[config.mk]
export PLATFORM = sky130hd
export DESIGN_NAME = data_mem_loader
export DESIGN_NICKNAME = d
export VERILOG_FILES = /design/src/rtl/data_mem_loader.sv
export SDC_FILE = /design/constraint.sdc
export NUM_CORES = 1
export LEC_CHECK = 0
export CAP_MARGIN = 20
export CELL_PAD_IN_SITES_DETAIL_PLACEMENT = 1
export CELL_PAD_IN_SITES_GLOBAL_PLACEMENT = 1
export CORE_UTILIZATION = 43
export DETAILED_ROUTE_END_ITERATION = 16
export DONT_BUFFER_PORTS = 1
export PLACE_DENSITY = 0.75
export SLEW_MARGIN = 15
export SYNTH_ARGS = -nofsm -noshare
export SYNTH_HDL_FRONTEND = slang
export SYNTH_SLANG_ARGS = --single-unit
[constraint.sdc]
create_clock -name clock -period 2 [get_ports clock]
set_clock_uncertainty 0.05 [all_clocks]
set_input_delay 0 -clock clock [delete_from_list [all_inputs] [get_ports clock]]
set_output_delay 0 -clock clock [all_outputs]
set_load 0.01 [all_outputs]
[src/rtl/data_mem_loader.sv]
`timescale 1ns/1ps
// data_mem_loader: byte-stream to data_mem write stage.
// Packs 4 bytes into one 32-bit word and writes it through port B.
// A trailing 1-3 byte remainder is written byte-by-byte through port A,
// so bytes after the end of the stream stay untouched.
// Optional macro LOADER_BYTE_SWAP_EN: big-endian packing (first byte in 31:24).
// Ports:
//   clock, reset_n          : clock, synchronous active-low reset
//   start, base_addr        : begin a transfer at a word address (ignored unless idle)
//   in_data/in_valid/in_last/in_ready : byte stream handshake
//   address_a/data_a/wren_a : port A byte writes (partial-word flush)
//   address_b/data_b/wren_b : port B word writes
//   busy, done, word_count  : transfer status; word_count holds until next start
// ADDR_A_W must equal ADDR_B_W+2.
module data_mem_loader #(
  parameter int unsigned ADDR_B_W = 14,
  parameter int unsigned ADDR_A_W = 16
) (
  input  logic                clock,
  input  logic                reset_n,
  input  logic                start,
  input  logic [ADDR_B_W-1:0] base_addr,
  input  logic [7:0]          in_data,
  input  logic                in_valid,
  input  logic                in_last,
  output logic                in_ready,
  output logic [ADDR_A_W-1:0] address_a,
  output logic [7:0]          data_a,
  output logic                wren_a,
  output logic [ADDR_B_W-1:0] address_b,
  output logic [31:0]         data_b,
  output logic                wren_b,
  output logic                busy,
  output logic                done,
  output logic [ADDR_B_W:0]   word_count
);

  localparam int unsigned WC_W = ADDR_B_W + 1;

  typedef enum logic [2:0] {
    S_IDLE, S_FILL, S_WRITE, S_FLUSH, S_DONE
  } state_t;

  state_t              state_q, state_d;
  logic [1:0]          idx_q, idx_d;
  logic [1:0]          k_q, k_d;
  logic [1:0]          fi_q, fi_d;
  logic                last_q, last_d;
  logic [ADDR_B_W-1:0] ptr_q, ptr_d;
  logic [31:0]         word_q, word_d;
  logic [WC_W-1:0]     wc_q, wc_d;

  logic                in_ready_d, busy_d, done_d, wren_a_d, wren_b_d;
  logic [ADDR_A_W-1:0] address_a_d;
  logic [7:0]          data_a_d;
  logic [ADDR_B_W-1:0] address_b_d;
  logic [31:0]         data_b_d;

  logic                accept_c;
  logic [31:0]         word_ins_c;

  // Bit position (in bytes) of the n-th byte of a group.
  function automatic logic [1:0] lane_pos(input logic [1:0] n);
`ifdef LOADER_BYTE_SWAP_EN
    return 2'd3 - n;
`else
    return n;
`endif
  endfunction

  // Next-state, datapath and registered-output values.
  always_comb begin
    state_d     = state_q;
    idx_d       = idx_q;
    k_d         = k_q;
    fi_d        = fi_q;
    last_d      = last_q;
    ptr_d       = ptr_q;
    word_d      = word_q;
    wc_d        = wc_q;
    wren_a_d    = 1'b0;
    wren_b_d    = 1'b0;
    address_a_d = address_a;
    data_a_d    = data_a;
    address_b_d = address_b;
    data_b_d    = data_b;

    accept_c   = in_ready && in_valid;
    word_ins_c = word_q;
    word_ins_c[{lane_pos(idx_q), 3'b000} +: 8] = in_data;

    unique case (state_q)
      S_IDLE: begin
        if (start) begin
          ptr_d   = base_addr;
          idx_d   = 2'd0;
          wc_d    = '0;
          word_d  = '0;
          state_d = S_FILL;
        end
      end
      S_FILL: begin
        if (accept_c) begin
          word_d = word_ins_c;
          idx_d  = idx_q + 2'd1;
          last_d = in_last;
          if (idx_q == 2'd3) begin
            // Word complete: present it on port B in the following cycle.
            state_d     = S_WRITE;
            wren_b_d    = 1'b1;
            address_b_d = ptr_q;
            data_b_d    = word_ins_c;
          end else if (in_last) begin
            // Remainder: first byte goes out now, the rest from FLUSH.
            state_d     = S_FLUSH;
            k_d         = idx_q + 2'd1;
            fi_d        = 2'd1;
            wren_a_d    = 1'b1;
            address_a_d = ADDR_A_W'({ptr_q, 2'b00});
            data_a_d    = word_ins_c[{lane_pos(2'd0), 3'b000} +: 8];
          end
        end
      end
      S_WRITE: begin
        wc_d    = wc_q + WC_W'(1);
        ptr_d   = ptr_q + ADDR_B_W'(1);
        idx_d   = 2'd0;
        word_d  = '0;
        state_d = last_q ? S_DONE : S_FILL;
      end
      S_FLUSH: begin
        if (fi_q != k_q) begin
          wren_a_d    = 1'b1;
          address_a_d = ADDR_A_W'({ptr_q, fi_q});
          data_a_d    = word_q[{lane_pos(fi_q), 3'b000} +: 8];
          fi_d        = fi_q + 2'd1;
        end else begin
          wc_d    = wc_q + WC_W'(1);
          ptr_d   = ptr_q + ADDR_B_W'(1);
          state_d = S_DONE;
        end
      end
      S_DONE: begin
        state_d = S_IDLE;
      end
      default: begin
        state_d = S_IDLE;
      end
    endcase

    in_ready_d = (state_d == S_FILL);
    busy_d     = (state_d == S_FILL) || (state_d == S_WRITE) || (state_d == S_FLUSH);
    done_d     = (state_d == S_DONE);
  end

  // State and output registers.
  always_ff @(posedge clock) begin
    if (!reset_n) begin
      state_q    <= S_IDLE;
      idx_q      <= '0;
      k_q        <= '0;
      fi_q       <= '0;
      last_q     <= 1'b0;
      ptr_q      <= '0;
      word_q     <= '0;
      wc_q       <= '0;
      in_ready   <= 1'b0;
      busy       <= 1'b0;
      done       <= 1'b0;
      wren_a     <= 1'b0;
      wren_b     <= 1'b0;
      address_a  <= '0;
      data_a     <= '0;
      address_b  <= '0;
      data_b     <= '0;
    end else begin
      state_q    <= state_d;
      idx_q      <= idx_d;
      k_q        <= k_d;
      fi_q       <= fi_d;
      last_q     <= last_d;
      ptr_q      <= ptr_d;
      word_q     <= word_d;
      wc_q       <= wc_d;
      in_ready   <= in_ready_d;
      busy       <= busy_d;
      done       <= done_d;
      wren_a     <= wren_a_d;
      wren_b     <= wren_b_d;
      address_a  <= address_a_d;
      data_a     <= data_a_d;
      address_b  <= address_b_d;
      data_b     <= data_b_d;
    end
  end

  assign word_count = wc_q;

endmodule

**Word level (Yosys, flattened, before mapping)**

Cells that the tools add are included.
W data, S select, Z words.

- Flip-flop bits (word level): 146
- Input bits: 27
- Output and inout port bits: 90
- Logic and storage cells: 96

- Add/sub/neg operators: 5
- Equality and inequality tests: 15
- Shifts and indexed selects: 3
- Muxes and demuxes: 41
- Bitwise logic cells: 1
- Reductions and logical operators: 14

Operator list:

| cell | count |
|---|---|
| $pmux W32 S3 | 1 |
| $mux W16 | 4 |
| $mux W32 | 2 |
| $pmux W15 S3 | 1 |
| $pmux W14 S3 | 1 |
| $bwmux W32 | 1 |
| $mux W8 | 4 |
| $pmux W16 S2 | 1 |
| $shift A8 B7 Y32 const A | 1 |
| $shiftx A32 B6 Y8 | 1 |
| $shiftx A8 B7 Y32 | 1 |
| $mux W15 | 2 |
| $mux W14 | 2 |
| $mux W3 | 6 |
| $pmux W8 S2 | 1 |
| $add A15 B1 Y15 const B | 1 |
| $add A14 B1 Y14 const B | 1 |
| $eq A3 B2 Y1 const B | 4 |
| $mux W2 | 6 |
| $ne A2 B2 Y1 const B | 6 |
| $pmux W3 S4 | 1 |
| $reduce_and A3 Y1 | 4 |
| $neg A5 Y7 | 1 |
| $eq A3 B1 Y1 const B | 2 |
| other kinds (17) | 24 |

**Depth between registers and ports, before layout**

Gate-level depths: netlist of run 1.

- Depth after elaboration: 7
- Mapped depth: 7
- Depth with buffers taken out: 6

**Worst setup path before layout of run 1**

OpenSTA, ideal clock, no wires.

- Path type: register to register
- From: register idx_q[0]
- To: register word_q[25]
- Library setup time: 0.070 ns
- Arrival time: 1.969 ns
- Required time: 1.880 ns
- Setup slack: -0.089 ns
- Cell stages (with the launch flop): 7
- Path buffers: 1
- Clock period less this slack: 2.089 ns
- Cells stage by stage: dfxtp_1 > inv_1 > ha_1 > nor4b_2 > clkbuf_1 > a32oi_1 > o2bb2ai_1

- Longest elaborated chain between the ends: 5
- Elaborated cells between the ends (all ways): 6
- Those cells by class: add/sub: 1; shift: 2; mux: 3

Ends and longest elaborated chain:

| element | RTL line | source |
|---|---|---|
| start, declared | 45 | `logic [1:0] idx_q, idx_d;` |
| start signal, assigned | 178 | `idx_q <= idx_d;` |
| $neg A5 Y7 (*) | 90 | `word_ins_c[{lane_pos(idx_q), 3'b000} +: 8] = in_data;` |
| $shiftx A8 B7 Y32 or $shift A8 B7 Y32 (tied branches) | 90 |  |
| $bwmux W32 (*) | 90 |  |
| $mux W32 (*) | 103 | `if (accept_c) begin` |
| $pmux W32 S3 (*) | 92 | `unique case (state_q)` |
| end signal, assigned | 183 | `word_q <= word_d;` |
| end, declared | 50 | `logic [31:0] word_q, word_d;` |

Mark *: on every way between the ends. The rest lies on a longest branch, timed or not. The select of a mux whose other input is x is not followed.
A chain may end at the register's enable or synchronous reset.

**Final worst setup path of run 1**

- From: register idx_q[0]
- To: register word_q[16]

Same word-level chain as after synthesis.

==> results of run 1 <==
[registers in the layout (all words and copies together), names as in the netlist]
signal,cells
busy,1
state_q,3
wren_b,1
data_a,8
wren_a,1
word_count,15
fi_q,2
word_q,32
ptr_q,14
k_q,2
done,1
address_a,16
idx_q,2
in_ready,1
address_b,14
last_q,1
data_b,32
[timing repair]
item                                    CTS  global route
pin swaps                                 0             3
endpoints found under the setup margin    2            75
setup buffers                             0             5
hold buffers                             27             0
resized for setup                         2            20
endpoints found under the hold margin   117             0
[logic make-up (layout without fill, tap and decap cells)]
family                     after synthesis  in the layout  synth area share
and+or+nand+nor                        267            267             0.202
AOI/OAI and AO/OA                      261            261             0.261
DFF                                    146            146             0.434
buffers and inverters                   87            130            0.0535
muxes                                   12             12            0.0329
adders and majority gates                8              8            0.0149
xor gates and xnor gates                 2              2           0.00260
[worst max-delay path: stages (launching register included)]
cell and delay (ns):
dfxtp_2 0.33, inv_2 0.05, buf_4 0.15, ha_1 0.23, buf_4 0.16, nor4bb_2 0.28
buf_4 0.22, a21oi_1 0.11, nor2_1 0.16, o22a_1 0.15
[through the flow]
stage	worst slack (ns)	hold WS, ns	instance area, um2	instances	setup TNS [ns]
after detailed placement	0.00575	0.0878	7160	973	0
after floorplan	-0.0266	0.0975	6750	783	-0.213
final	0.0506	0.0628	8190	1037	0
after CTS	0.0203	0.0589	8080	1032	0
after global placement	0.0655	0.0864	7160	973	0
after global routing	-0.0479	0.0999	8190	1037	-0.171
[where the power goes]
| part | internal [mW] | switching (mW) |
|---|---|---|
| combinational | 0.285 | 0.365 |
| sequential | 3.00 | 0.0933 |
| clock | 2.10 | 1.35 |
[final timing paths]
| path | to | slack (ns) | cells past startpoint |
|---|---|---|---|
| min reg2reg | word_q[30]$_SDFFE_PN0P_ | 0.44 | 1 |
| max reg2reg | word_q[16]$_SDFFE_PN0P_ | 0.05 | 9 |
| min | idx_q[1]$_SDFFE_PN0P_ | 0.06 | 5 |
| max | word_q[16]$_SDFFE_PN0P_ | 0.05 | 9 |
[per-layer routing]
layer  share of wire  wire, um  global-route usage
met5               0         0                   0
met4           0.024       556               0.116
met3           0.044       998              0.0649
met2            0.52     12000               0.517
met1            0.41      9380               0.337
[layout make-up]
cell class / count / area [um2]
fillers: 1725 / 7070
multi-input cells: 550 / 3550
flip-flops and latches: 146 / 2930
repair buffers: 82 / 759
clock buffers: 18 / 429
well taps: 211 / 264
clock inverters: 14 / 204
inverters: 16 / 60.1
[synthesized netlist by cell type (all sizes together), types with 6 or more instances]
cell type / instances / area (um2)
dfxtp: 146 / 2920
a21oi: 88 / 440
nand2: 78 / 293
nor2: 61 / 229
clkbuf: 47 / 176
nand3: 39 / 195
o21ai: 32 / 160
a211oi: 30 / 230
nor2b: 27 / 169
buf: 24 / 124
o22a: 24 / 210
o31ai: 23 / 173
inv: 16 / 60.1
o21a: 11 / 82.6
or4: 11 / 82.6
a32oi: 8 / 70.1
and2: 8 / 50.1
ha: 8 / 100
mux4: 8 / 180
nor3: 8 / 40.0
o2bb2ai: 8 / 70.1
and4: 6 / 52.6
nand2b: 6 / 45.0
o311ai: 6 / 52.6
o31a: 6 / 52.6
==> results.yml, run 1 <==
status:
  status: "finished clean"
cells_and_area:
  final_cell_mix: "143 x dfxtp_1, 86 x a21oi_1, 78 x nand2_1, 61 x nor2_1, 49 x buf_4"
  finalNetCount: 848
  drive_gt1_frac: 0.153
  fin_util: 0.537
  final_common_cell: "dfxtp_1"
  syn_to_final_growth_pct: 21.6
  antenna_cells: 0
logic_synthesis:
  async_flop_share: 0
  avgSynthCellArea_um2: 8.61
  ys_ff_latch: 146
  synth_edf_count: 0
  yosysUniqueCellTypes: 63
  synth_area_um2: 6740
  seq_area_frac_synth: 0.434
  synth_ff_type: "dfxtp_1"
  synth_fp_nets: 818
  synth-warning-count: 0
  syn_inst: 783
clock_tree:
  cts_tree: "built"
  root_buffer: "clkbuf_16"
  clk_pin_slew_ns: 0.07
  cts_buffers: 17
  clock_path_buffers: 2
  cts_sinks: 146
  clock_latency_ns: 0.43
  htree_levels: 4
die:
  ios: 117
  die_h_um: 127
  coreArea_um2: 15300
  initial_core_util: 0.442
  die_w_um: 127
  dieArea_um2: 16200
  rows: 45
critical_path:
  critPathMaxFanout: 8
  crit_start: "idx_q[0]$_SDFFE_PN0P_"
  criticalPathCategory: "flop to flop"
  startpoint_type: "flop"
  reg2reg_from: "idx_q[0]$_SDFFE_PN0P_"
  worstPathRequired_ns: 2.33
  cp_data_arrival_time_ns: 2.28
  endpoint_kind: "flop"
global_route:
  grt_pass1_wl_um: 36300
  gr-usage-all-layers: 0.290
  gr-total-overflow: 0
  grt_max_degree: 56
  antenna_found_initial: 0
  grt_pass1_vias: 6781
hold_path:
  hold_path_class: "primary input to flop"
  min_from: "in_valid"
routing:
  antenna_left: 0
  drc_errors: 0
  vias: 6333
  first_iter_violations: 340
  wire_per_inst_um: 22.1
  drt-total-wl_um: 22900
  routed_via_density: 6.11
  dr.pass1.iters: 4
timing:
  period_needed_ns: 1.95
  timing.final.crit_share: 0.975
  worst_pin_slew_ns: 0.515
  setup_violations: 0
  hold_viol: 0
  slew_headroom: 0.657
  report.final.slew_viol_count: 0
  max_freq_ghz: 0.513
placed_design:
  gp_congestion: 0.858
  place_hpwl_um: 15000
  placement.io_buffers: 0
power_and_ir_drop:
  power.density_nw_per_um2: 878
  power.total_mw: 7.19
  p_leak_nw: 2.95
  ir_worst_vdd_mv: 0.614
flow_run:
  drv_cap: 0
Power figures use the tool's default switching activity.
==> inputs of run 2 (changes only) <==
--- a/config.mk
+++ b/config.mk
@@ -5,13 +5,14 @@
 export SDC_FILE = /design/constraint.sdc
 export NUM_CORES = 1
 export LEC_CHECK = 0
+export ABC_AREA = 1
 export CAP_MARGIN = 20
 export CELL_PAD_IN_SITES_DETAIL_PLACEMENT = 1
 export CELL_PAD_IN_SITES_GLOBAL_PLACEMENT = 1
-export CORE_UTILIZATION = 43
+export CORE_UTILIZATION = 40
 export DETAILED_ROUTE_END_ITERATION = 16
 export DONT_BUFFER_PORTS = 1
-export PLACE_DENSITY = 0.75
+export PLACE_DENSITY = 0.74
 export SLEW_MARGIN = 15
 export SYNTH_ARGS = -nofsm -noshare
 export SYNTH_HDL_FRONTEND = slang
==> run 2 against run 1 <==
  * Critical path depth down 1
  * Sequential power hardly changed
  * Via count rose by 3.4%
  * Final cell count is 21% higher
  * Cell area decreased by 2.4%
  * Sequential share of layout area up 0.85 points
  * Synthesized cell count is 27% higher
  * Largest cell class unchanged
==> results.yml, run 2 <==
hold_path:
  min_path_cells: 6
  hold_path_class: "primary input to flop"
  min_from: "start"
  hold_path_end: "word_q[29]$_SDFFE_PN0P_"
clock_tree:
  root_buffer: "clkbuf_16"
  post_cts_buffers: 0
  clk_pin_slew_ns: 0.06
  clock_latency_ns: 0.42
  htree_levels: 4
  cts_sinks: 146
  cts_buffers: 17
  clock_path_buffers: 2
  cts_tree: "built"
logic_synthesis:
  synth_common_cells: "224 x nand2_1, 172 x nor2_1, 146 x dfxtp_1"
  seq_area_frac_synth: 0.434
  synth_edf_count: 0
  synth_area_leaders: "dfxtp_1 43%, nand2_1 12%, nor2_1 9.6%, o21ai_0 7.6%, a21oi_1 5.3%"
  yosysUniqueCellTypes: 33
  ys_ff_latch: 146
  synth_ff_type: "dfxtp_1"
  synth-warning-count: 0
  async_flop_share: 0
  avgSynthCellArea_um2: 6.79
  syn_inst: 993
  synth_area_um2: 6740
  synth_top_area_share: 0.434
  yosysMostFrequentCell: "nand2_1"
  synth_fp_nets: 1028
  yosysTopAreaCell: "dfxtp_1"
timing:
  max_freq_ghz: 0.510
  slew_headroom: 0.689
  hold_slack_ns: 0.0956
  period_needed_ns: 1.96
  setup_violations: 0
  hold_viol: 0
  timing.final.crit_share: 0.980
  worst_pin_slew_ns: 0.466
  report.final.slew_viol_count: 0
  rsz0062_at_grt: "true"
critical_path:
  reg2regPathDepth: 8
  worstPathRequired_ns: 2.31
  reg2reg_from: "idx_q[1]$_SDFFE_PN0P_"
  cp_data_arrival_time_ns: 2.27
  endpoint_kind: "flop"
  critPathMaxFanout: 8
  rrSetupSlack_ns: 0.04
  r2r-end: "word_q[17]$_SDFFE_PN0P_"
  startpoint_type: "flop"
  criticalPathCategory: "flop to flop"
routing:
  routed_via_density: 5.24
  drt-total-wl_um: 21200
  dr.pass1.iters: 5
  wire_per_inst_um: 17.0
  drc_errors: 0
  antenna_left: 0
  first_iter_violations: 366
  vias: 6547
status:
  status: "finished clean"
cells_and_area:
  syn_to_final_growth_pct: 18.6
  antenna_cells: 0
  finalNetCount: 1052
  final_cell_mix: "223 x nand2_1, 171 x nor2_1, 146 x dfxtp_1, 95 x o21ai_0, 84 x inv_1"
  reg_top3: "data_b x32, word_q x32, address_a x16"
  final_common_cell: "nand2_1"
  final_cells: 1250
  drive_gt1_frac: 0.0825
global_route:
  gr-usage-all-layers: 0.253
  grt_max_degree: 67
  antenna_found_initial: 0
  grt_pass1_vias: 6651
  gr-total-overflow: 0
  grt_pass1_wl_um: 35100
placed_design:
  gp_congestion: 0.823
  place_hpwl_um: 14300
  placement.io_buffers: 0
  placed_cells: 1191
die:
  die_h_um: 132
  initial_core_util: 0.408
  ios: 117
  die_w_um: 132
  dieArea_um2: 17400
  rows: 47
  coreArea_um2: 16500
flow_run:
  drv_cap: 0
power_and_ir_drop:
  power.density_nw_per_um2: 886
  ir_worst_vdd_mv: 0.615
  p_leak_nw: 3.26
## run 2: worst max path at each step
stage                           from                       to  slack (ns)
2_1_floorplan  idx_q[0]$_SDFFE_PN0P_   data_a[0]$_SDFFE_PN0P_        0.29
3_3_place_gp   idx_q[1]$_SDFFE_PN0P_  word_q[19]$_SDFFE_PN0P_        0.14
3_5_place_dp   idx_q[1]$_SDFFE_PN0P_  word_q[19]$_SDFFE_PN0P_        0.04
4_1_cts        idx_q[1]$_SDFFE_PN0P_  word_q[19]$_SDFFE_PN0P_       0.002
5_1_grt        idx_q[1]$_SDFFE_PN0P_  word_q[19]$_SDFFE_PN0P_       -0.08
6_report       idx_q[1]$_SDFFE_PN0P_  word_q[17]$_SDFFE_PN0P_        0.04
## run 2: critical path, cell delays in order, from the launching register on
cell,delay [ns]
dfxtp_1,0.38
inv_1,0.12
ha_1,0.32
inv_1,0.08
nor2_1,0.22
nand3_2,0.22
o21ai_0,0.30
nand2_1,0.08
a21oi_1,0.13
## run 2: cells by family after synthesis
| family | after synthesis | synth area share |
|---|---|---|
| AND/OR/NAND/NOR | 468 | 0.281 |
| AO/OA/AOI/OAI | 226 | 0.183 |
| flip-flops | 146 | 0.434 |
| buffers and inverters | 144 | 0.0859 |
| adder cells (fa/ha/maj) | 8 | 0.0149 |
| XOR/XNOR | 1 | 0.00130 |
## run 2: power by group
part / leakage, nW / internal (mW) / switching [mW] / total (mW)
combinational: 1.80 / 0.297 / 0.523 / 0.820
sequential: 1.19 / 3.02 / 0.103 / 3.12
clock: 0.280 / 1.89 / 1.25 / 3.14
## run 2: layout make-up
type / instances / area [um2]
fillers: 2129 / 8530
repair buffers: 58 / 574
inverters: 91 / 348
well taps: 220 / 275
flip-flops and latches: 146 / 2920
multi-input cells: 703 / 3300
clock buffers: 22 / 464
clock inverters: 10 / 109
## run 2: routing by layer
metal | vias to the layer above | GRT usage | share of wire
met4 | 0 | 0.0711 | 0.013
met3 | 27 | 0.0673 | 0.058
met2 | 149 | 0.394 | 0.45
met5 | - | 0 | 0
li1 | 3283 | - | -
met1 | 3088 | 0.344 | 0.48
## run 2: metrics by stage
step / total power, mW / utilization / setup slack, ns / instance area [um2] / setup TNS (ns)
2_1_floorplan: 3.64 / - / 0.293 / 6740 / 0
3_3_place_gp: 3.87 / 0.428 / 0.136 / 7070 / 0
3_5_place_dp: 3.89 / 0.428 / 0.0428 / 7070 / 0
4_1_cts: 7.10 / 0.480 / 0.00209 / 7930 / 0
5_1_grt: 7.37 / 0.484 / -0.0754 / 7990 / -0.587
6_report: 7.08 / 0.484 / 0.0405 / 7990 / 0
## run 2: what timing repair did
action                     4_1_cts  5_1_grt
setup endpoints to repair        0       47
hold endpoints to repair       114        0
hold buffers                    27        0
resized for setup                0       21
==> inputs of run 3 (changes only) <==
==> constraint.sdc (replaced) <==
create_clock -name clock -period 2 [get_ports clock]
set_clock_uncertainty 0.05 [all_clocks]
set_input_delay 0.5 -clock clock [delete_from_list [all_inputs] [get_ports clock]]
set_output_delay 0.5 -clock clock [all_outputs]
set_load 0.01 [all_outputs]
==> run 3 against run 2 <==
  * Setup slack better by 0.043 ns
  * Critical path depth unchanged
  * Count of clock-buffer cells in the layout up 1
  * Fmax up 2.2%
  * Total power up 2.9%
==> results.yml, run 3 (same netlist as run 2, synthesis figures left out) <==
status:
  status: "finished clean"
routing:
  wire_per_inst_um: 17.3
  drt-total-wl_um: 21100
  vias: 6428
  first_iter_violations: 417
  antenna_left: 0
  drc_errors: 0
  dr.pass1.iters: 5
  routed_via_density: 5.26
global_route:
  gr-usage-all-layers: 0.252
  gr-total-overflow: 0
  grt_max_degree: 67
  antenna_found_initial: 0
  grt_pass1_vias: 6454
  grt_pass1_wl_um: 34800
timing:
  hold_viol: 0
  worst_pin_slew_ns: 0.428
  max_freq_ghz: 0.522
  final.setup.tns_ns: 0
  rsz0062_at_grt: "true"
  period_needed_ns: 1.92
  setup_violations: 0
  timing.final.crit_share: 0.958
  report.final.slew_viol_count: 0
  slew_headroom: 0.714
die:
  die_h_um: 132
  coreArea_um2: 16500
  ios: 117
  dieArea_um2: 17400
  die_w_um: 132
  initial_core_util: 0.408
  rows: 47
cells_and_area:
  fin_area_um2: 7810
  finalNetCount: 1026
  final_common_cell: "nand2_1"
  antenna_cells: 0
  multi_input_area_um2: 3350
  seqCellArea_um2: 2920
  fin_util: 0.472
  syn_to_final_growth_pct: 15.8
  drive_gt1_frac: 0.0957
  n_fill_cell: 2126
  reg_top3: "data_b x32, word_q x32, address_a x16"
  final_cell_mix: "223 x nand2_1, 169 x nor2_1, 146 x dfxtp_1, 94 x o21ai_0, 84 x inv_1"
placed_design:
  dpl_cell_area_um2: 7060
  gp_congestion: 0.851
  placement.io_buffers: 0
  place_hpwl_um: 14400
critical_path:
  crit_path_cell_trace: "inv_1 > buf_4 > ha_1 > nor2_1 > nand2_1 > o22ai_1 > nand3_1 > o21ai_1"
  endpoint_kind: "flop"
  crit_slowest_cell: "dfxtp_1"
  startpoint_type: "flop"
  cp_data_arrival_time_ns: 2.22
  criticalPathCategory: "flop to flop"
  max_stage_delay_ns: 0.39
  critPathMaxFanout: 7
  worstPathRequired_ns: 2.30
hold_path:
  hold_path_class: "primary input to flop"
clock_tree:
  cts_tree: "built"
  clock_latency_ns: 0.43
  root_buffer: "clkbuf_16"
  htree_levels: 4
  clock_path_buffers: 2
  clk_pin_slew_ns: 0.06
  cts_buffers: 17
  cts_sinks: 146
  ctsHoldBuffers: 0
  post_cts_buffers: 0
power_and_ir_drop:
  p_leak_nw: 3.18
  ir_worst_vdd_mv: 0.557
  power.density_nw_per_um2: 933
flow_run:
  drv_cap: 0
-- run 3: cell types whose count changed in the layout (fill, tap and decap cells not counted), sizes merged --
cell         change
clkinv           -2
dlygate4sd3     -26
clkbuf           +1
clkinvlp         -1
bufinv           +1
-- run 3: where the power goes --
part           internal, mW  switching, mW  leakage (nW)
registers              3.02          0.104          1.19
logic                 0.262          0.492          1.69
clock network          2.15           1.26         0.307
total                  5.43           1.85          3.18
-- run 3: worst paths after layout --
kind / from / endpoint / slack [ns] / depth (start not counted)
min: reset_n / data_b[30]$_SDFFE_PN0P_ / 0.16 / 2
max reg2reg: idx_q[1]$_SDFFE_PN0P_ / word_q[31]$_SDFFE_PN0P_ / 0.08 / 8
min reg2reg: last_q$_SDFFE_PN0P_ / last_q$_SDFFE_PN0P_ / 0.42 / 2
max: idx_q[1]$_SDFFE_PN0P_ / word_q[31]$_SDFFE_PN0P_ / 0.08 / 8
-- run 3: final cells by class --
| cell class | count | area share |
|---|---|---|
| clock buffers | 23 | 0.0651 |
| clock inverters | 8 | 0.0159 |
| inverters | 91 | 0.0441 |
| multi-input cells | 703 | 0.429 |
| flip-flops and latches | 146 | 0.374 |
| well taps | 220 | 0.0353 |
| repair buffers | 32 | 0.0361 |
-- run 3: repair_timing --
| action | in CTS | in global routing |
|---|---|---|
| setup endpoints to repair | 1 | 42 |
| gates resized for setup | 1 | 30 |
| pin swaps | 0 | 1 |
-- run 3: per-layer routing --
layer | routed length (um) | GRT usage | part of all wire
met1 | 10300 | 0.348 | 0.49
met2 | 9460 | 0.381 | 0.45
met4 | 165 | 0.0672 | 0.0078
met5 | 0 | 0 | 0
met3 | 1220 | 0.0746 | 0.058
-- run 3: through the flow --
step	setup slack (ns)	power (mW)	std cells	hold WS [ns]
5_1_grt	-0.0293	7.57	1223	0.148
3_5_place_dp	0.0295	3.88	1192	0.407
3_3_place_gp	0.102	3.86	1192	0.406
2_1_floorplan	0.293	3.64	993	0.394
4_1_cts	0.00258	7.30	1223	0.142
6_report	0.0835	7.28	1223	0.158
-- run 3: worst max-delay path, delay by kind of cell, from the launching register on --
kind / cells / cell delay (ns)
adders and majority gates: 1 / 0.22
buffers and inverters: 2 / 0.24
DFF: 1 / 0.39
AOI/OAI and AO/OA: 2 / 0.41
and+or+nand+nor: 3 / 0.53
